`config.mk`:
```
export PLATFORM = sky130hd
export DESIGN_NAME = cache_line_mp
export DESIGN_NICKNAME = d
export VERILOG_FILES = /design/src/rtl/cache_line_pkg.sv /design/src/rtl/cache_line_bytemerge.sv /design/src/rtl/cache_line_mp.sv
export SDC_FILE = /design/constraint.sdc
export NUM_CORES = 2
export LEC_CHECK = 0
export CAP_MARGIN = 20
export CELL_PAD_IN_SITES_DETAIL_PLACEMENT = 1
export CELL_PAD_IN_SITES_GLOBAL_PLACEMENT = 2
export CORE_MARGIN = 8
export CORE_UTILIZATION = 44
export CTS_BUF_LIST = sky130_fd_sc_hd__clkbuf_4
export DETAILED_ROUTE_END_ITERATION = 16
export MAX_ROUTING_LAYER = met4
export PLACE_DENSITY = 0.87
export SYNTH_ARGS = -nofsm -noshare
export SYNTH_HDL_FRONTEND = slang
export SYNTH_HIERARCHICAL = 1
export SYNTH_SLANG_ARGS = --single-unit
export TNS_END_PERCENT = 30
```
`constraint.sdc`:
```
create_clock -name clk -period 5.1 [get_ports clk]
set_input_delay 1.02 -clock clk [delete_from_list [all_inputs] [get_ports clk]]
set_output_delay 1.02 -clock clk [all_outputs]
set_load 0.02 [all_outputs]
```
`src/rtl/cache_line_pkg.sv`:
```
// Shared state encoding, write-length codes and sizing helpers for the
// multi-port cache line.
package cache_line_pkg;

    typedef enum logic [2:0] {
        INVALID,
        READY,
        FLUSH,
        FILL_REQ,
        FILL_WAIT
    } state_t;

    localparam logic [1:0] WL_BYTE = 2'b00;
    localparam logic [1:0] WL_HALF = 2'b01;
    localparam logic [1:0] WL_WORD = 2'b10;

    function automatic int calc_words(input int lsbbits);
        return 1 << (lsbbits - 2);
    endfunction

    function automatic int calc_maxttl(input int ttlbits);
        return (1 << ttlbits) - 1;
    endfunction

endpackage

```
`src/rtl/cache_line_bytemerge.sv`:
```
// Merges byte/half/word write data into an existing 32-bit word and flags
// whether the access is naturally aligned.
module cache_line_bytemerge
    import cache_line_pkg::*;
(
    input  logic [31:0] i_old,
    input  logic [31:0] i_data,
    input  logic [1:0]  i_addr,
    input  logic [1:0]  i_wordlen,
    output logic [31:0] o_word,
    output logic        o_aligned
);

    // NOTE: both outputs get a default before the case so no path leaves them unassigned (no latch).
    always_comb begin
        o_word    = i_old;
        o_aligned = 1'b1;
        case (i_wordlen)
            WL_BYTE: begin
                o_word[{i_addr, 3'b000} +: 8] = i_data[7:0];
            end
            WL_HALF: begin
                o_aligned = ~i_addr[0];
                o_word[{i_addr[1], 4'b0000} +: 16] = i_data[15:0];
            end
            default: begin
                o_aligned = (i_addr == 2'b00);
                o_word    = i_data;
            end
        endcase
    end

endmodule

```
`src/rtl/cache_line_mp.sv`:
```
// Multi-port register-based cache line with one write port and its own
// flush/refill sequencing against a single-word memory port.
module cache_line_mp
    import cache_line_pkg::*;
#(
    parameter int ADDRBITS    = 32,
    parameter int DATABITS    = 32,
    parameter int LSBBITS     = 7,
    parameter int NRDPORTS    = 2,
    parameter int TTLBITS     = 8,
    parameter int WORDLENBITS = 2
) (
    input  logic                         clk,
    input  logic                         reset_n,
    input  logic [NRDPORTS*ADDRBITS-1:0] line_rdaddr,
    input  logic [NRDPORTS-1:0]          line_rdreq,
    output logic [NRDPORTS*DATABITS-1:0] line_out,
    output logic [NRDPORTS-1:0]          line_out_valid,
    input  logic [ADDRBITS-1:0]          line_wraddr,
    input  logic [DATABITS-1:0]          line_in,
    input  logic [WORDLENBITS-1:0]       line_in_wordlen,
    input  logic                         line_wrreq,
    output logic                         line_dirty,
    output logic                         line_miss,
    input  logic                         line_flush,
    input  logic                         line_fill,
    input  logic                         line_pause,
    output logic [TTLBITS-1:0]           line_ttl,
    input  logic [ADDRBITS-1:0]          new_region,
    output logic                         line_ready,
    output logic [ADDRBITS-1:0]          mem_addr,
    output logic [DATABITS-1:0]          mem_in,
    input  logic [DATABITS-1:0]          mem_out,
    input  logic                         mem_out_valid,
    output logic                         mem_wrreq,
    output logic                         mem_rdreq
);

    localparam int WORDS   = calc_words(LSBBITS);
    localparam int KBITS   = LSBBITS - 2;
    localparam int TAGBITS = ADDRBITS - LSBBITS;
    localparam logic [TTLBITS-1:0] MAXTTL = TTLBITS'(calc_maxttl(TTLBITS));
    localparam logic [KBITS-1:0]   LAST_K = KBITS'(WORDS - 1);

    state_t                       r_state;
    logic                         r_ready;
    logic                         r_valid;
    logic                         r_dirty;
    logic                         r_fill_pend;
    logic [TAGBITS-1:0]           r_tag;
    logic [TAGBITS-1:0]           r_new_tag;
    logic [KBITS-1:0]             r_k;
    logic [DATABITS-1:0]          r_words [WORDS];
    logic [TTLBITS-1:0]           r_ttl;
    logic                         r_miss;
    logic [NRDPORTS*DATABITS-1:0] r_line_out;
    logic [NRDPORTS-1:0]          r_line_out_valid;
    logic [ADDRBITS-1:0]          r_mem_addr;
    logic [DATABITS-1:0]          r_mem_in;
    logic                         r_mem_wrreq;
    logic                         r_mem_rdreq;

    logic                         w_serving;
    logic [NRDPORTS-1:0]          w_rd_hit;
    logic [KBITS-1:0]             w_rd_idx [NRDPORTS];
    logic [KBITS-1:0]             w_wr_idx;
    logic [DATABITS-1:0]          w_wr_word;
    logic                         w_wr_aligned;
    logic                         w_wr_hit;
    logic                         w_any_req;
    logic                         w_any_hit;
    logic                         w_dirty_now;
    logic [TAGBITS-1:0]           w_region_tag;
    logic                         w_unused;

    assign w_serving    = r_valid && (r_state == READY);
    assign w_region_tag = new_region[ADDRBITS-1:LSBBITS];

    always_comb begin
        w_unused = ^new_region[LSBBITS-1:0];
        for (int i = 0; i < NRDPORTS; i++) begin
            w_rd_idx[i] = line_rdaddr[i*ADDRBITS + 2 +: KBITS];
            w_rd_hit[i] = line_rdreq[i] && w_serving &&
                          (line_rdaddr[i*ADDRBITS + LSBBITS +: TAGBITS] == r_tag);
            w_unused    = w_unused ^ (^line_rdaddr[i*ADDRBITS +: 2]);
        end
    end

    assign w_wr_idx = line_wraddr[LSBBITS-1:2];

    cache_line_bytemerge u_bytemerge (
        .i_old      (r_words[w_wr_idx]),
        .i_data     (line_in),
        .i_addr     (line_wraddr[1:0]),
        .i_wordlen  (line_in_wordlen),
        .o_word     (w_wr_word),
        .o_aligned  (w_wr_aligned)
    );

    assign w_wr_hit    = line_wrreq && w_serving && w_wr_aligned &&
                         (line_wraddr[ADDRBITS-1:LSBBITS] == r_tag);
    assign w_any_req   = line_wrreq || (|line_rdreq);
    assign w_any_hit   = w_wr_hit || (|w_rd_hit);
    // A write landing in the same cycle as a command must still be flushed.
    assign w_dirty_now = r_dirty || w_wr_hit;

    // NOTE: line storage is deliberately not reset; r_valid and r_state alone qualify its contents.
    always_ff @(posedge clk) begin
        if (r_state == FILL_WAIT && mem_out_valid) begin
            r_words[r_k] <= mem_out;
        end else if (w_wr_hit) begin
            r_words[w_wr_idx] <= w_wr_word;
        end
    end

    // NOTE: every sequential block uses non-blocking assignments so all registers update from pre-edge values.
    always_ff @(posedge clk or negedge reset_n) begin
        if (!reset_n) begin
            r_state     <= INVALID;
            r_ready     <= 1'b0;
            r_valid     <= 1'b0;
            r_dirty     <= 1'b0;
            r_fill_pend <= 1'b0;
            r_tag       <= '0;
            r_new_tag   <= '0;
            r_k         <= '0;
            r_mem_addr  <= '0;
            r_mem_in    <= '0;
            r_mem_wrreq <= 1'b0;
            r_mem_rdreq <= 1'b0;
        end else begin
            r_mem_wrreq <= 1'b0;
            r_mem_rdreq <= 1'b0;
            if (w_wr_hit) begin
                r_dirty <= 1'b1;
            end
            case (r_state)
                INVALID, READY: begin
                    r_ready <= 1'b1;
                    if (r_ready && (line_flush || line_fill)) begin
                        r_new_tag   <= w_region_tag;
                        r_fill_pend <= line_fill;
                        r_k         <= '0;
                        if (w_dirty_now) begin
                            r_state <= FLUSH;
                            r_ready <= 1'b0;
                            r_valid <= 1'b0;
                        end else if (line_fill) begin
                            r_state <= FILL_REQ;
                            r_ready <= 1'b0;
                            r_valid <= 1'b0;
                            r_tag   <= w_region_tag;
                        end else begin
                            r_state <= INVALID;
                            r_valid <= 1'b0;
                        end
                    end
                end
                FLUSH: begin
                    if (!line_pause) begin
                        r_mem_wrreq <= 1'b1;
                        r_mem_addr  <= {r_tag, r_k, 2'b00};
                        r_mem_in    <= r_words[r_k];
                        r_k         <= r_k + 1'b1;
                        if (r_k == LAST_K) begin
                            r_dirty <= 1'b0;
                            if (r_fill_pend) begin
                                r_state <= FILL_REQ;
                                r_tag   <= r_new_tag;
                            end else begin
                                r_state <= INVALID;
                                r_ready <= 1'b1;
                            end
                        end
                    end
                end
                FILL_REQ: begin
                    if (!line_pause) begin
                        r_mem_rdreq <= 1'b1;
                        r_mem_addr  <= {r_tag, r_k, 2'b00};
                        r_state     <= FILL_WAIT;
                    end
                end
                FILL_WAIT: begin
                    if (mem_out_valid) begin
                        r_k <= r_k + 1'b1;
                        if (r_k == LAST_K) begin
                            r_state <= READY;
                            r_valid <= 1'b1;
                            r_ready <= 1'b1;
                        end else begin
                            r_state <= FILL_REQ;
                        end
                    end
                end
                default: begin
                    r_state <= INVALID;
                end
            endcase
        end
    end

    always_ff @(posedge clk or negedge reset_n) begin
        if (!reset_n) begin
            r_miss           <= 1'b0;
            r_line_out       <= '0;
            r_line_out_valid <= '0;
            r_ttl            <= '0;
        end else begin
            r_miss <= w_any_req && !w_any_hit;
            for (int i = 0; i < NRDPORTS; i++) begin
                r_line_out_valid[i] <= w_rd_hit[i];
                if (w_rd_hit[i]) begin
                    r_line_out[i*DATABITS +: DATABITS] <= r_words[w_rd_idx[i]];
                end
            end
            if (r_state != READY) begin
                r_ttl <= '0;
            end else if (w_any_hit) begin
                r_ttl <= MAXTTL;
            end else if (r_ttl != '0) begin
                r_ttl <= r_ttl - 1'b1;
            end
        end
    end

    assign line_out       = r_line_out;
    assign line_out_valid = r_line_out_valid;
    assign line_dirty     = r_dirty;
    assign line_miss      = r_miss;
    assign line_ttl       = r_ttl;
    assign line_ready     = r_ready;
    assign mem_addr       = r_mem_addr;
    assign mem_in         = r_mem_in;
    assign mem_wrreq      = r_mem_wrreq;
    assign mem_rdreq      = r_mem_rdreq;

endmodule

```
==> results.json <==
{
  "outcome": "completed",
  "drt_iter0_markers": 6812,
  "crit_buf_inv": 6,
  "gp_congestion": 0.899,
  "p_comb_share_pct": 30.2,
  "layout_commonest_cell": "mux4_2",
  "synthToLayoutAreaGrowth_pct": 15.9,
  "start_kind": "input pin",
  "drt-total-wl_um": 262000,
  "yosysTopAreaCell": "edfxtp_1",
  "post-place-cells": 6261,
  "row_count": 150,
  "drive_above_1_share_pct": 48.2,
  "startpoint": "line_wraddr[0]",
  "grtUsageMet3_pct": 6.87,
  "io_pins": 346,
  "grt-ovfl-total": 0,
  "met2_usage_pct": 46.4,
  "finClkSkew_ns": 0.183,
  "postCtsSetupBuffers": 0,
  "post-route-min-period_ns": 4.16,
  "yosysUniqueCellTypes": 63,
  "drv_cap": 0,
  "grt_max_degree": 94,
  "worst_pin_slew_ns": 1.13,
  "firstDrtPassIters": 6,
  "crit_family": "buffers and inverters",
  "min_path_type": "in -> reg",
  "layout.nets": 4618,
  "power_density_mw_per_mm2": 355,
  "grt_pass1_wl_um": 377000,
  "tritoncts": "yes",
  "dp_hpwl_um": 165000,
  "endpoint_kind": "register",
  "reg2reg_to": "r_words[28][8]$_DFFE_PP_",
  "ant_nets": 0,
  "core_mm2": 0.166,
  "cts-resized-gates": 0,
  "die_w_um": 425,
  "fillers": 15100,
  "synthArstFlopShare_pct": 16.4,
  "die_h_um": 425,
  "die-area_mm2": 0.180,
  "cts_buffers": 346,
  "grt.met1_usage_pct": 35.4,
  "drc": 0,
  "setup_violations": 0,
  "p_clk_share_pct": 29.8,
  "hold_viol": 0,
  "max_freq_ghz": 0.240,
  "reg2reg_from": "r_tag[23]$_DFFE_PN0P_",
  "maxSlewHeadroom_pct": 24.7,
  "yosysSeqAreaShare_pct": 48.7,
  "swShare_pct": 32.4,
  "r2r_slack_ns": 1.21,
  "critical_path_class": "in -> reg",
  "final_cells": 6857,
  "required_ns": 6.06,
  "synth_top_area_share_pct": 41.8,
  "cpPeakStageDelay_ns": 0.48,
  "design_area_mm2": 0.0852,
  "cp.depth": 15,
  "maxSlewViolCount": 0,
  "syn_area_mm2": 0.0735,
  "peakVddDrop_uv": 227,
  "syn_avg_cell_area_um2": 18.8,
  "crit_path_cell_trace": "clkdlybuf4s50_1 > inv_1 > ha_1 > nor2b_1 > a21oi_1 > buf_4 > and2_1 > nand4_2 > nor4_4 > and2_4 > buf_4 > a21oi_4 > buf_12 > nor4_4 > buf_12",
  "cts-root-buf": "clkbuf_4",
  "synthFlopType": "edfxtp_1",
  "power_switching_uw": 9790,
  "total_power_uw": 30200,
  "grt.busiest_layer": "met2",
  "synth_edf_count": 1024,
  "leakagePower_uw": 0.0278,
  "fin_hold_ws_ns": 0.276,
  "fin_util_pct": 51.2,
  "synth_cells": 3902,
  "intPower_uw": 20400,
  "grt_util_all_layers_pct": 29.7,
  "clkSlewWorstSetupHoldPaths_ns": 0.06,
  "clk_latency_ns": 1.41,
  "grt_pass1_vias": 51400,
  "grt_setup_unrepaired": "false",
  "cp_slowest_cell": "nor4_4",
  "wl_per_cell_um": 38.3,
  "portBuffers": 332,
  "antenna_found_initial": 11,
  "seqPwrFrac_pct": 40.0,
  "reg2reg_depth": 10,
  "cp_max_fo": 20,
  "period_share_pct": 81.6,
  "initial_core_util_pct": 44.2,
  "cp-endpoint": "r_words[28][8]$_DFFE_PP_",
  "vias": 48800,
  "placed_area_mm2": 0.0810,
  "synthTopCellsByArea": "edfxtp_1 42%, mux4_2 37%, dfrtp_1 6.8%",
  "vias_per_cell": 7.12,
  "ys_warn_count": 6,
  "mostFrequentLayoutCells": "1,216 x mux4_2, 1,024 x edfxtp_1, 481 x clkbuf_4",
  "clock_sinks": 1225,
  "clockBufferDepth": 4,
  "arrival_ns": 5.13,
  "htreeDepth": 5,
  "ys_ff_latch": 1225
}
[per-stage QoR]
stage | TNS, ns | setup WS, ns
floorplan | -409.02 | -0.549
global placement | -212.39 | -0.263
detailed placement | -268.57 | -0.285
CTS | 0 | 1.11
global route | 0 | 1.01
finish | 0 | 0.938
[cells by family (layout without fill, tap and decap cells)]
| kind of cell | Yosys count | after routing | synth area share [%] |
|---|---|---|---|
| adder cells (fa/ha/maj) | 8 | 8 | 0.136 |
| AO/OA/AOI/OAI | 188 | 188 | 1.88 |
| other | 1 | 18 | 0.00510 |
| flip-flops | 1225 | 1225 | 48.7 |
| XOR/XNOR | 82 | 82 | 0.977 |
| multiplexers | 1643 | 1643 | 43.5 |
| AND/OR/NAND/NOR | 301 | 301 | 2.17 |
| buffers and inverters | 454 | 1188 | 2.70 |
[synthesized netlist by cell type (all sizes together) (6+ instances only)]
cell type / n
ha: 8
nor2b: 7
nor4: 52
a21oi: 53
nand2: 104
a21o: 7
mux2i: 203
o21ai: 11
buf: 185
nand4: 23
xor2: 41
dfrtp: 201
a221o: 48
nand3: 14
nand2b: 6
mux4: 1216
o22ai: 34
nor2: 55
mux2: 224
a22o: 8
nor4b: 17
clkbuf: 191
nor3: 7
xnor2: 41
a22oi: 8
inv: 78
edfxtp: 1024
[power by group through the flow]
stage,clock network [µW],logic [µW],registers [µW]
after floorplan,0,5940,12200
after global placement,0,8950,12300
after detailed placement,0,9120,12300
after CTS,9190,9160,12100
after global routing,9630,9630,12100
final,9000,9140,12100
[state kept, by name, indices dropped and copies added (netlist names)]
register        flops
r_words          1024
line_out           64
mem_in             32
mem_addr           30
r_new_tag          25
r_tag              25
line_ttl            8
r_k                 5
r_state             3
line_out_valid      2
line_dirty          1
line_miss           1
line_ready          1
mem_rdreq           1
mem_wrreq           1
r_fill_pend         1
r_valid             1
[final cells by class]
| cell class | count | area [µm²] | area share (%) |
|---|---|---|---|
| multi-input combinational | 2224 | 36300 | 42.6 |
| sequential | 1225 | 35800 | 42.0 |
| timing repair buffer | 532 | 5860 | 6.88 |
| clock buffer | 481 | 3610 | 4.24 |
| tap | 2204 | 2760 | 3.24 |
| clock inverter | 97 | 524 | 0.615 |
| inverter | 78 | 293 | 0.344 |
| antenna | 16 | 40.0 | 0.0470 |
[metal layers]
layer  vias up  wire (µm)  share of wire, %
met2      3813     127000                49
met1     25700      87300                33
met4         0      19400               7.4
met3       892      28200                11
li1      18400          -                 -
met5         -          0                 0
[worst min-delay path: cells and delay by family]
family | cells | cell delay, ns
buffers and inverters | 1 | 0.41
AND/OR/NAND/NOR | 2 | 0.10
[timing repair]
item / 4_1_cts / 5_1_grt
setup endpoints to repair: 0 / 0
endpoints found under the hold margin: 70 / 0
hold buffers: 1 / 0
[worst min-delay path by stage]
stage,start,endpoint,slack [ns],cells after the start
finish,new_region[27],r_new_tag[20]$_DFFE_PN0P_,0.28,3
floorplan,r_new_tag[0]$_DFFE_PN0P_,r_new_tag[0]$_DFFE_PN0P_,0.44,2
global route,new_region[23],r_new_tag[16]$_DFFE_PN0P_,0.22,3
global placement,r_new_tag[17]$_DFFE_PN0P_,r_new_tag[17]$_DFFE_PN0P_,0.46,2
CTS,new_region[27],r_new_tag[20]$_DFFE_PN0P_,0.13,3
detailed placement,r_new_tag[16]$_DFFE_PN0P_,r_new_tag[16]$_DFFE_PN0P_,0.46,2
Note: power is estimated with default switching activity, not from simulation.
